`src/rtl/vga_timing_gen.sv`:
```
// VGA raster timing: pixel/line counters, frame counter, and pad-registered
// active-low syncs plus colour that is blanked outside the visible window.
module vga_timing_gen #(
    parameter int H_VISIBLE = 640,
    parameter int H_FRONT   = 16,
    parameter int H_SYNC    = 96,
    parameter int H_BACK    = 48,
    parameter int V_VISIBLE = 480,
    parameter int V_FRONT   = 10,
    parameter int V_SYNC    = 2,
    parameter int V_BACK    = 33
) (
    input  logic       clk,
    input  logic       rst_n,
    input  logic       clk_en,
    input  logic [1:0] R_in,
    input  logic [1:0] G_in,
    input  logic [1:0] B_in,
    output logic [9:0] pix_x,
    output logic [9:0] pix_y,
    output logic       video_active,
    output logic [9:0] counter,
    output logic       frame_start,
    output logic       hsync,
    output logic       vsync,
    output logic [1:0] R,
    output logic [1:0] G,
    output logic [1:0] B
);

    localparam int H_TOTAL = H_VISIBLE + H_FRONT + H_SYNC + H_BACK;
    localparam int V_TOTAL = V_VISIBLE + V_FRONT + V_SYNC + V_BACK;

    localparam logic [9:0] H_LAST       = 10'(H_TOTAL - 1);
    localparam logic [9:0] V_LAST       = 10'(V_TOTAL - 1);
    localparam logic [9:0] H_VIS        = 10'(H_VISIBLE);
    localparam logic [9:0] V_VIS        = 10'(V_VISIBLE);
    localparam logic [9:0] H_SYNC_START = 10'(H_VISIBLE + H_FRONT);
    localparam logic [9:0] H_SYNC_END   = 10'(H_VISIBLE + H_FRONT + H_SYNC);
    localparam logic [9:0] V_SYNC_START = 10'(V_VISIBLE + V_FRONT);
    localparam logic [9:0] V_SYNC_END   = 10'(V_VISIBLE + V_FRONT + V_SYNC);

    logic [9:0] r_h_cnt;
    logic [9:0] r_v_cnt;
    logic [9:0] r_counter;
    logic       r_hsync;
    logic       r_vsync;
    logic [1:0] r_r;
    logic [1:0] r_g;
    logic [1:0] r_b;

    logic w_h_last;
    logic w_v_last;
    logic w_video_active;
    logic w_hsync_n;
    logic w_vsync_n;

    // Decode the current raster position into wrap, visibility and sync terms
    always_comb begin
        w_h_last       = (r_h_cnt == H_LAST);
        w_v_last       = (r_v_cnt == V_LAST);
        w_video_active = (r_h_cnt < H_VIS) && (r_v_cnt < V_VIS);
        w_hsync_n      = !((r_h_cnt >= H_SYNC_START) && (r_h_cnt < H_SYNC_END));
        w_vsync_n      = !((r_v_cnt >= V_SYNC_START) && (r_v_cnt < V_SYNC_END));
    end

    // Raster counters; the frame counter steps on the same edge as the (0,0) wrap
    always_ff @(posedge clk or negedge rst_n) begin
        if (!rst_n) begin
            r_h_cnt   <= 10'd0;
            r_v_cnt   <= 10'd0;
            r_counter <= 10'd0;
        end else if (clk_en) begin
            if (w_h_last) begin
                r_h_cnt <= 10'd0;
                if (w_v_last) begin
                    r_v_cnt   <= 10'd0;
                    r_counter <= r_counter + 10'd1;
                end else begin
                    r_v_cnt <= r_v_cnt + 10'd1;
                end
            end else begin
                r_h_cnt <= r_h_cnt + 10'd1;
            end
        end
    end

    // Pad registers: syncs and colour share one edge so they stay mutually aligned
    always_ff @(posedge clk or negedge rst_n) begin
        if (!rst_n) begin
            r_hsync <= 1'b1;
            r_vsync <= 1'b1;
            r_r     <= 2'b00;
            r_g     <= 2'b00;
            r_b     <= 2'b00;
        end else if (clk_en) begin
            r_hsync <= w_hsync_n;
            r_vsync <= w_vsync_n;
            r_r     <= w_video_active ? R_in : 2'b00;
            r_g     <= w_video_active ? G_in : 2'b00;
            r_b     <= w_video_active ? B_in : 2'b00;
        end
    end

    assign pix_x        = r_h_cnt;
    assign pix_y        = r_v_cnt;
    assign video_active = w_video_active;
    assign frame_start  = (r_h_cnt == 10'd0) && (r_v_cnt == 10'd0);
    assign counter      = r_counter;
    assign hsync        = r_hsync;
    assign vsync        = r_vsync;
    assign R            = r_r;
    assign G            = r_g;
    assign B            = r_b;

endmodule

```
`config.mk`:
```
export PLATFORM = sky130hd
export DESIGN_NAME = vga_timing_gen
export DESIGN_NICKNAME = d
export VERILOG_FILES = /design/src/rtl/vga_timing_gen.sv
export SDC_FILE = /design/constraint.sdc
export NUM_CORES = 1
export LEC_CHECK = 0
export ABC_AREA = 1
export ABC_CLOCK_PERIOD_IN_PS = 1640
export CAP_MARGIN = 20
export CORE_MARGIN = 5
export CORE_UTILIZATION = 63
export CTS_CLUSTER_DIAMETER = 200
export CTS_CLUSTER_SIZE = 16
export DETAILED_ROUTE_END_ITERATION = 10
export DONT_BUFFER_PORTS = 1
export PLACE_DENSITY = 0.82
export SLEW_MARGIN = 0
export SYNTH_ARGS = -nofsm -noshare
export SYNTH_HDL_FRONTEND = slang
export SYNTH_SLANG_ARGS = --single-unit
```
`constraint.sdc`:
```
create_clock -name clk -period 1.64 [get_ports clk]
set_input_delay 0.164 -clock clk [delete_from_list [all_inputs] [get_ports clk]]
set_output_delay 0.164 -clock clk [all_outputs]
set_load 0.1 [all_outputs]
```
# Word-level counts from Yosys, hierarchy flattened
# Cells that the tools add are included.
classes:
  addsub: 3
  magnitude_cmp: 6
  n_eq_ne: 2
  muxes: 5
  n_reduce_logical: 10
op_table:
  columns: ["cell", "n"]
  rows:
  - ["adder 10 x 1 -> 10 bit, second input constant", 3]
  - ["== test 10 bit, second input constant", 2]
  - ["zero test 10 bit", 2]
  - ["less-than comparator 10 bit, second input constant", 2]
  - ["less-than comparator 10 x 9 -> 1 bit, second input constant", 2]
  - ["two-way mux 10 bit", 2]
  - [">= comparator 10 bit, second input constant", 1]
  - [">= comparator 10 x 9 -> 1 bit, second input constant", 1]
  - ["two-way mux 2 bit", 3]
  - ["logical AND 1 bit", 4]
  - ["AND reduction 3 bit", 1]
  - ["zero test 1 bit", 2]
  - ["AND reduction 2 bit", 1]
totals:
  register_bits: 38
  inputBits: 9
  out_inout_bits: 40
  wordCells: 34

# Logic depth before layout (Yosys ltp)
# Gate-level depths: netlist (run 1).
depth:
  depth_word: 3
  depth_mapped: 9
  ltp_nobuf: 9

# Worst setup path before layout (run 1)
# Ideal clock, no wire load.
synth_path:
  path_type: "register -> output"
  start: "register r_v_cnt[4] (netlist: pix_y[4])"
  end: "output port frame_start"
  t_arrival_ns: 4.176
  required_time_ns: 1.476
  path_slack_ns: -2.700
  stages_incl_launch_ff: 4
  n_path_buf: 0
  cell_sequence: "dfrtp_1 > nor2_1 > nand2_1 > nor4_1"
synth_via:
  elab_chain_len: 2
synth_lines:
  columns: ["element", "line_no", "source"]
  rows:
  - ["from (decl)", "44", "logic [9:0] r_v_cnt;"]
  - ["from (signal assigned)", "80", "r_v_cnt <= r_v_cnt + 10'd1;"]
  - ["zero test 10 bit", "108", "assign frame_start = (r_h_cnt == 10'd0) && (r_v_cnt == 10'd0);"]
  - ["logical AND 1 bit", "108", null]
  - ["to (decl)", "23", "output logic frame_start,"]
# Every way passes these cells.

# Final worst setup path (run 1)
layout_path:
  start: "register r_h_cnt[1] (netlist: pix_x[1])"
  end: "output port frame_start"
layout_via:
  elab_chain_len: 2
layout_lines:
  columns: ["element", "line_no", "source"]
  rows:
  - ["from (decl)", "43", "logic [9:0] r_h_cnt;"]
  - ["from (signal assigned)", "83", "r_h_cnt <= r_h_cnt + 10'd1;"]
  - ["zero test 10 bit", "108", null]
  - ["logical AND 1 bit", "108", null]
# Every way passes these cells.

==> results of run 1 <==
-- worst reg2reg max path: stages, from the launching register on --
cell and delay (ns):
dfrtp_4 0.48, ha_4 0.16, nand3_2 0.08, nor2_2 0.20
nand3_4 0.18, nor2_4 0.25, inv_4 0.11, nand2_1 0.13
nand2_1 0.10
-- metrics by stage --
stage	hold WS, ns	std cells
6_report	0.0179	397
5_1_grt	0.0530	397
4_1_cts	0.00362	391
3_5_place_dp	-0.131	368
3_3_place_gp	-0.131	368
2_1_floorplan	-0.132	283
-- worst max path at each step --
stage	start	end	slack, ns	cells after the start
final	pix_x[1]$_DFFE_PN0P_	frame_start	-0.43	5
after global routing	pix_x[1]$_DFFE_PN0P_	frame_start	-0.45	5
after CTS	pix_y[0]$_DFFE_PN0P_	frame_start	-0.32	5
after detailed placement	pix_x[1]$_DFFE_PN0P_	frame_start	0.05	5
after global placement	pix_x[0]$_DFFE_PN0P_	frame_start	0.08	5
after floorplan	pix_y[1]$_DFFE_PN0P_	frame_start	-0.64	4
-- metal layers --
layer / global-route usage / vias up / part of all wire
li1: - / 1025 / -
met4: 0.166 / 0 / 0.071
met5: 0 / - / 0
met2: 0.491 / 221 / 0.46
met1: 0.326 / 1126 / 0.35
met3: 0.0794 / 64 / 0.12
-- what timing repair did --
| action | CTS | global route |
|---|---|---|
| setup buffers | 6 | 6 |
| endpoints found under the hold margin | 49 | 0 |
| hold buffers | 9 | 0 |
| endpoints found under the setup margin | 2 | 19 |
| pin swaps | 4 | 12 |
| gates resized for setup | 5 | 30 |
-- cell type report --
class / count / share of cell area
multi-input combinational: 201 / 0.373
timing repair buffer: 65 / 0.186
inverter: 39 / 0.0549
sequential: 38 / 0.333
clock inverter: 3 / 0.0226
tap: 46 / 0.0189
clock buffer: 5 / 0.0123
-- flip-flops by register name, summed over array words and instances (netlist names) --
register and count:
pix_y 10, B 2, G 2, counter 10
hsync 1, pix_x 10, vsync 1, R 2
-- synth_stat cells, types with 2 or more instances --
library cell / number / area [µm²]
nor3_1: 6 / 30.0
nand3_1: 14 / 70.1
nand4_1: 7 / 43.8
o21ai_0: 20 / 100
dfstp_2: 2 / 52.6
buf_6: 2 / 22.5
xor2_1: 10 / 87.6
ha_1: 5 / 62.6
nor2_1: 19 / 71.3
nand3b_1: 2 / 15.0
nand3_2: 2 / 20.0
dfrtp_1: 36 / 901
inv_1: 37 / 139
nor2_4: 2 / 22.5
a21oi_1: 2 / 10.0
nor2_2: 3 / 18.8
nand2_1: 99 / 372
-- logic make-up after synthesis --
group,after synthesis,synth area share
compound gates,27,0.0665
xor+xnor,11,0.0445
buf+inv,44,0.0914
simple gates,158,0.328
fa+ha+maj,5,0.0289
flops,38,0.441
-- power groups by stage --
stage                     registers [mW]  clock network (mW)  logic [mW]
after detailed placement            1.27                   0        1.85
after global placement              1.26                   0        1.83
after global routing                1.30               0.873        2.22
final                               1.29               0.841        2.16
after floorplan                     2.29                   0       0.417
after CTS                           1.25               0.825        1.94
==> flow_metrics.py, run 1 <==
metrics = {
    "timing": {
        "finalSetupViolCount": 15,
        "fmax_mhz": 484,
        "rsz0062_at_grt": "true",
        "worst_pin_slew_ns": 0.618,
        "slew_headroom": 0.588,
        "fin_crit_sh": 1.26,
        "hold_viol": 0,
        "post-route-min-period_ns": 2.07,
        "setup_slack_ns": -0.427,
        "setup_tns_ns": -1.41,
        "clock_skew_ns": 0.0174,
        "timing.final.max_slew_violations": 0,
    },
    "clock_network": {
        "cts_buffer_depth": 2,
        "path_clk_slew_ns": 0.14,
        "cts.sinks": 38,
        "cts_root_buf": "clkbuf_4",
        "ctsHtreeMaxLevel": 2,
        "worstSkewPairLatency_ns": 0.39,
        "numCtsBuffers": 5,
        "cts_tree": "yes",
    },
    "synth": {
        "syn_inst": 283,
        "synth_ff_type": "dfrtp_1",
        "synth_warnings": 0,
        "seq_area_frac_synth": 0.441,
        "ys_types": 32,
        "netlist_area_um2": 2160,
        "syn_area_per_cell_um2": 7.64,
        "ys_ff_latch": 38,
        "synth_edf_count": 0,
        "async_flop_share": 1.00,
        "postSynthNetCount": 297,
    },
    "cells_and_area": {
        "drive_gt1_frac": 0.396,
        "num_antenna_cells": 0,
        "fill_cells": 135,
        "mostFrequentLayoutCell": "nand2_1",
        "nets": 364,
        "multi_input_area_um2": 1140,
        "final_core_util": 0.915,
        "final_area_um2": 3050,
        "regArea_um2": 1010,
        "final_cell_mix": "nand2_1 (87), buf_4 (49), inv_1 (28), o21ai_0 (18), dfrtp_2 (16)",
        "area_delta_synth_final_pct": 41.1,
    },
    "pwr": {
        "leakagePower_nw": 1.53,
        "comb_power_share": 0.503,
        "p_clk_frac": 0.196,
        "worst_ir_drop_vdd_uv": 2050,
        "swShare": 0.518,
        "report.power.total_mw": 4.29,
        "p_int_mw": 2.06,
        "power.density_nw_per_um2": 1400,
        "p_sw_mw": 2.22,
        "seqPwrFrac": 0.301,
    },
    "global_routing": {
        "antenna_found_initial": 0,
        "grt_usage": 0.290,
        "overflow": 0,
        "grt_pass1_vias": 2206,
        "grt_max_degree": 39,
        "grt_pass1_wl_um": 10000,
    },
    "setup_path": {
        "r2r_cells": 8,
        "critPathLaunchType": "flip-flop",
        "arrival_ns": 1.90,
        "rrSetupSlack_ns": -0.17,
        "crit_path_cell_trace": "inv_4, ha_4, nand4_1, nor4_4, buf_12",
        "worstPathRequired_ns": 1.48,
        "endpoint_kind": "output port",
        "slowest_stage": "dfrtp_4",
        "r2r_end": "counter[2]$_DFFE_PN0P_",
        "r2r_start": "pix_x[1]$_DFFE_PN0P_",
        "critPathKind": "flip-flop to output port",
        "slowest_delay_ns": 0.54,
        "cp_max_fo": 4,
        "path_delay_family": "flip-flops",
        "crit_buf_inv": 2,
    },
    "hold_path": {
        "min_to": "B[1]$_DFFE_PN0P_",
        "hp-start": "clk_en",
        "min_path_type": "input pin to flip-flop",
        "hold_depth": 3,
    },
    "detailed_routing": {
        "viasPerCell": 6.14,
        "first_pass_iters": 7,
        "drc": 0,
        "initialDrtViolationCount": 310,
        "num_vias": 2436,
        "routed_wl_um": 8080,
        "wl_per_cell_um": 20.3,
        "ant_nets": 0,
    },
    "job": {
        "cap_violations": 0,
    },
    "die": {
        "ioPinCount": 49,
        "core-area_um2": 3340,
        "die_w_um": 68.6,
        "initial_core_util": 0.648,
        "rows": 21,
        "die_h_um": 68.6,
        "dieArea_um2": 4710,
    },
    "placement": {
        "post-place-ws_ns": 0.0455,
        "port_buffers": 0,
        "placed_area_um2": 2650,
        "dp_hpwl_um": 3770,
        "gp_congestion": 0.928,
    },
    "outcome": {
        "status": "finished with violations",
        "failed_checks": "setup timing",
    },
}
Power figures use the tool's default switching activity.
==> inputs of run 2 (changes only) <==
--- a/config.mk
+++ b/config.mk
@@ -5,16 +5,16 @@
 export SDC_FILE = /design/constraint.sdc
 export NUM_CORES = 1
 export LEC_CHECK = 0
-export ABC_AREA = 1
 export ABC_CLOCK_PERIOD_IN_PS = 1640
 export CAP_MARGIN = 20
-export CORE_MARGIN = 5
-export CORE_UTILIZATION = 63
+export CORE_MARGIN = 3
+export CORE_UTILIZATION = 62
 export CTS_CLUSTER_DIAMETER = 200
 export CTS_CLUSTER_SIZE = 16
 export DETAILED_ROUTE_END_ITERATION = 10
 export DONT_BUFFER_PORTS = 1
-export PLACE_DENSITY = 0.82
+export PLACE_DENSITY = 0.81
+export REMOVE_ABC_BUFFERS = 1
 export SLEW_MARGIN = 0
 export SYNTH_ARGS = -nofsm -noshare
 export SYNTH_HDL_FRONTEND = slang
==> run 2 against run 1 <==
The run now fails in 4_1_cts; area after synthesis decreased by 11%; synthesized cell count is 33% lower.
==> flow_metrics.py, run 2 <==
metrics = {
    "outcome": {
        "status": "did not finish",
        "failing_step": "4_1_cts",
        "error_line": "[ERROR DPL-0038] Utilization greater than 100%, impossible to legalize",
    },
    "clock_network": {
        "numCtsBuffers": 5,
        "cts_root_buf": "clkbuf_4",
        "cts.hold.buffers_added": 9,
        "cts_buffer_depth": 2,
        "cts.sinks": 38,
        "cts_resized": 50,
        "ctsHtreeMaxLevel": 2,
        "post_cts_buffers": 11,
    },
    "synth": {
        "synth_ff_type": "dfrtp_1",
        "yosysMostFrequentCell": "dfrtp_1",
        "seq_area_frac_synth": 0.497,
        "async_flop_share": 1.00,
        "netlist_top_cells_area": "dfrtp_1 (47%), xor2_1 (6.4%), nand2_1 (3.7%), ha_1 (3.3%), xnor2_1 (3.2%)",
        "synth_warnings": 0,
        "yosys.area.top_type": "dfrtp_1",
        "muxShareOfSynthArea": 0.0111,
        "synth_top_cells_by_count": "dfrtp_1 (36), nand2_1 (19), inv_1 (15)",
        "syn_inst": 191,
        "synth_top_family_by_area": "simple AND/OR/NAND/NOR gates",
        "syn_area_per_cell_um2": 10.0,
        "yosys.area_share.simple": 0.241,
        "netlist_area_um2": 1920,
        "ys_types": 38,
        "synth_compound_area_frac": 0.0711,
        "synth_edf_count": 0,
        "ys_ff_latch": 38,
        "synth_top_area_share": 0.469,
        "synth_xor_area_frac": 0.0958,
        "synthAdderAreaFrac": 0.0326,
    },
    "die": {
        "initial_core_util": 0.673,
        "rows": 19,
        "die_h_um": 61.6,
        "die_w_um": 61.6,
        "ioPinCount": 49,
    },
    "placement": {
        "post-place-ws_ns": -0.774,
        "gp_congestion": 0.863,
        "dp_hpwl_um": 3500,
        "port_buffers": 0,
    },
}
==> run 2: kinds of logic after synthesis <==
family / Yosys count
buf+inv: 24
mux: 2
simple gates: 79
fa+ha+maj: 5
compound gates: 22
flops: 38
xor+xnor: 21
==> run 2: per-stage QoR <==
stage | instance area (µm²) | setup TNS (ns) | std cells
floorplan | 1880 | -29.74 | 182
detailed placement | 2400 | -11.06 | 273
global placement | 2400 | -8.81 | 273
==> inputs of run 3 (changes only) <==
--- a/config.mk
+++ b/config.mk
@@ -8,12 +8,10 @@
 export ABC_CLOCK_PERIOD_IN_PS = 1640
 export CAP_MARGIN = 20
 export CORE_MARGIN = 3
-export CORE_UTILIZATION = 62
-export CTS_CLUSTER_DIAMETER = 200
-export CTS_CLUSTER_SIZE = 16
+export CORE_UTILIZATION = 40
 export DETAILED_ROUTE_END_ITERATION = 10
 export DONT_BUFFER_PORTS = 1
-export PLACE_DENSITY = 0.81
+export PLACE_DENSITY_LB_ADDON = 0.15
 export REMOVE_ABC_BUFFERS = 1
 export SLEW_MARGIN = 0
 export SYNTH_ARGS = -nofsm -noshare
==> run 3 against run 2 <==
The flow now finishes, with violations (setup timing); synthesized cell count stayed put; area after synthesis unchanged.
==> flow_metrics.py, run 3 <==
metrics = {
    "detailed_routing": {
        "routed_wl_um": 5420,
        "first_pass_iters": 4,
        "drc": 0,
        "viasPerCell": 5.44,
        "initialDrtViolationCount": 71,
        "num_vias": 1713,
        "wl_per_cell_um": 17.2,
        "ant_nets": 0,
    },
    "placement": {
        "port_buffers": 0,
        "gp_congestion": 0.796,
        "post-place-ws_ns": -0.725,
        "dp_hpwl_um": 3440,
    },
    "clock_network": {
        "cts_buffer_depth": 2,
        "numCtsBuffers": 5,
        "worstSkewPairLatency_ns": 0.30,
        "path_clk_slew_ns": 0.07,
        "ctsHtreeMaxLevel": 2,
        "cts_root_buf": "clkbuf_8",
        "cts.sinks": 38,
        "cts_tree": "yes",
    },
    "setup_path": {
        "rrSetupSlack_ns": -0.58,
        "slowest_stage": "or4b_4",
        "critPathLaunchType": "flip-flop",
        "crit_start": "pix_y[1]$_DFFE_PN0P_",
        "r2r_end": "counter[1]$_DFFE_PN0P_",
        "slowest_delay_ns": 0.47,
        "endpoint_kind": "output port",
        "arrival_ns": 2.25,
        "worstPathRequired_ns": 1.48,
        "cp_max_fo": 2,
        "critPathKind": "flip-flop to output port",
        "r2r_cells": 7,
        "endpoint": "frame_start",
        "crit_path_cell_trace": "inv_2, ha_4, or4b_4, buf_4, nor3_4, nand4_1, nor4_4, clkbuf_16",
        "r2r_start": "pix_y[1]$_DFFE_PN0P_",
    },
    "synth": {
        "synth_warnings": 0,
        "synth_top_cells_by_count": "dfrtp_1 (36), nand2_1 (19), inv_1 (15)",
        "ys_ff_latch": 38,
        "ys_types": 38,
        "async_flop_share": 1.00,
        "seq_area_frac_synth": 0.497,
        "syn_area_per_cell_um2": 10.0,
        "synth_top_area_share": 0.469,
        "syn_inst": 191,
        "yosysMostFrequentCell": "dfrtp_1",
        "synth_edf_count": 0,
        "synth_ff_type": "dfrtp_1",
        "netlist_top_cells_area": "dfrtp_1 (47%), xor2_1 (6.4%), nand2_1 (3.7%), ha_1 (3.3%), xnor2_1 (3.2%)",
        "netlist_area_um2": 1920,
        "yosys.area.top_type": "dfrtp_1",
    },
    "cells_and_area": {
        "nets": 276,
        "area_delta_synth_final_pct": 55.5,
        "drive_gt1_frac": 0.433,
        "final_core_util": 0.663,
        "mostFrequentLayoutCell": "buf_4",
        "num_antenna_cells": 0,
        "final_cell_mix": "buf_4 (51), dfrtp_1 (36), nand2_1 (15), xor2_1 (14), inv_1 (12)",
    },
    "global_routing": {
        "grt_pass1_vias": 1759,
        "grt_pass1_wl_um": 8280,
        "antenna_found_initial": 0,
        "overflow": 0,
        "grt_usage": 0.196,
        "grt_max_degree": 39,
    },
    "pwr": {
        "power.density_nw_per_um2": 911,
        "leakagePower_nw": 1.53,
        "worst_ir_drop_vdd_uv": 933,
    },
    "outcome": {
        "failed_checks": "setup timing",
        "status": "finished with violations",
    },
    "timing": {
        "timing.final.max_slew_violations": 0,
        "rsz0062_at_grt": "true",
        "worst_pin_slew_ns": 0.454,
        "fmax_mhz": 414,
        "post-route-min-period_ns": 2.42,
        "fin_crit_sh": 1.47,
        "clock_skew_ns": 0.00464,
        "hold_viol": 0,
        "finalSetupViolCount": 22,
        "setup_slack_ns": -0.776,
        "slew_headroom": 0.696,
    },
    "die": {
        "die_h_um": 75.3,
        "initial_core_util": 0.426,
        "core-area_um2": 4500,
        "dieArea_um2": 5670,
        "rows": 24,
        "die_w_um": 75.3,
        "ioPinCount": 49,
    },
    "hold_path": {
        "min_path_type": "input pin to flip-flop",
    },
    "job": {
        "cap_violations": 0,
    },
}
run 3: worst min-delay path by stage:
stage | start | slack [ns] | cells past startpoint | to
global placement | rst_n | -0.13 | 0 | pix_x[0]$_DFFE_PN0P_
global route | clk_en | 0.0004 | 2 | B[1]$_DFFE_PN0P_
finish | clk_en | 0.004 | 2 | B[1]$_DFFE_PN0P_
CTS | B_in[0] | 0.003 | 2 | B[0]$_DFFE_PN0P_
detailed placement | rst_n | -0.13 | 0 | pix_x[0]$_DFFE_PN0P_
floorplan | rst_n | -0.13 | 0 | B[0]$_DFFE_PN0P_
run 3: cells by family after synthesis:
kind of cell               share of synthesized area
adders and majority gates                     0.0326
and+or+nand+nor                                0.241
AOI/OAI and AO/OA                             0.0711
DFF                                            0.497
buffers and inverters                         0.0515
muxes                                         0.0111
xor gates and xnor gates                      0.0958
run 3: report_power, final:
group / internal, mW / switching [mW] / leakage [nW]
combinational: 0.267 / 0.718 / 0.979
clock: 0.339 / 0.333 / 0.0482
sequential: 1.00 / 0.0607 / 0.498
total: 1.61 / 1.11 / 1.53
run 3: layout make-up:
| cell class | count | area, µm² |
|---|---|---|
| sequential | 38 | 953 |
| inverter | 15 | 58.8 |
| clock buffer | 7 | 86.3 |
| timing repair buffer | 73 | 701 |
| multi-input combinational | 129 | 1110 |
| fill | 356 | 1520 |
| clock inverter | 1 | 5.00 |
| tap | 52 | 65.1 |
run 3: worst max-delay path, delay by kind of cell (launching register included):
family                     cells  cell delay [ns]
DFF                            1             0.39
buffers and inverters          3             0.49
adders and majority gates      1             0.11
and+or+nand+nor                4             0.95
run 3: timing repair:
action / 4_1_cts / 5_1_grt
setup endpoints to repair: 27 / 28
endpoints found under the hold margin: 48 / 0
buffers inserted: 2 / 3
resized for setup: 35 / 44
pin swaps: 7 / 27
hold buffers: 4 / 0
cloned: 1 / 1
run 3: metal layers:
metal  routed length [µm]  GRT usage  share of wire
met5                    0          0              0
met4                  130     0.0621          0.024
met3                  302     0.0574          0.056
met2                 2710      0.330           0.50
met1                 2270      0.241           0.42
run 3: per-stage QoR:
stage                     instance area (µm²)  std cells  total power, mW  hold WS [ns]  setup TNS (ns)
after floorplan                          1880        182             1.71        -0.132          -29.74
after global placement                   2440        296             1.94        -0.130           -9.67
after detailed placement                 2440        296             1.96        -0.130          -10.60
after CTS                                2780        311             2.70       0.00262           -9.94
after global routing                     2980        315             2.84      0.000371          -10.56
final                                    2980        315             2.72       0.00385           -8.75
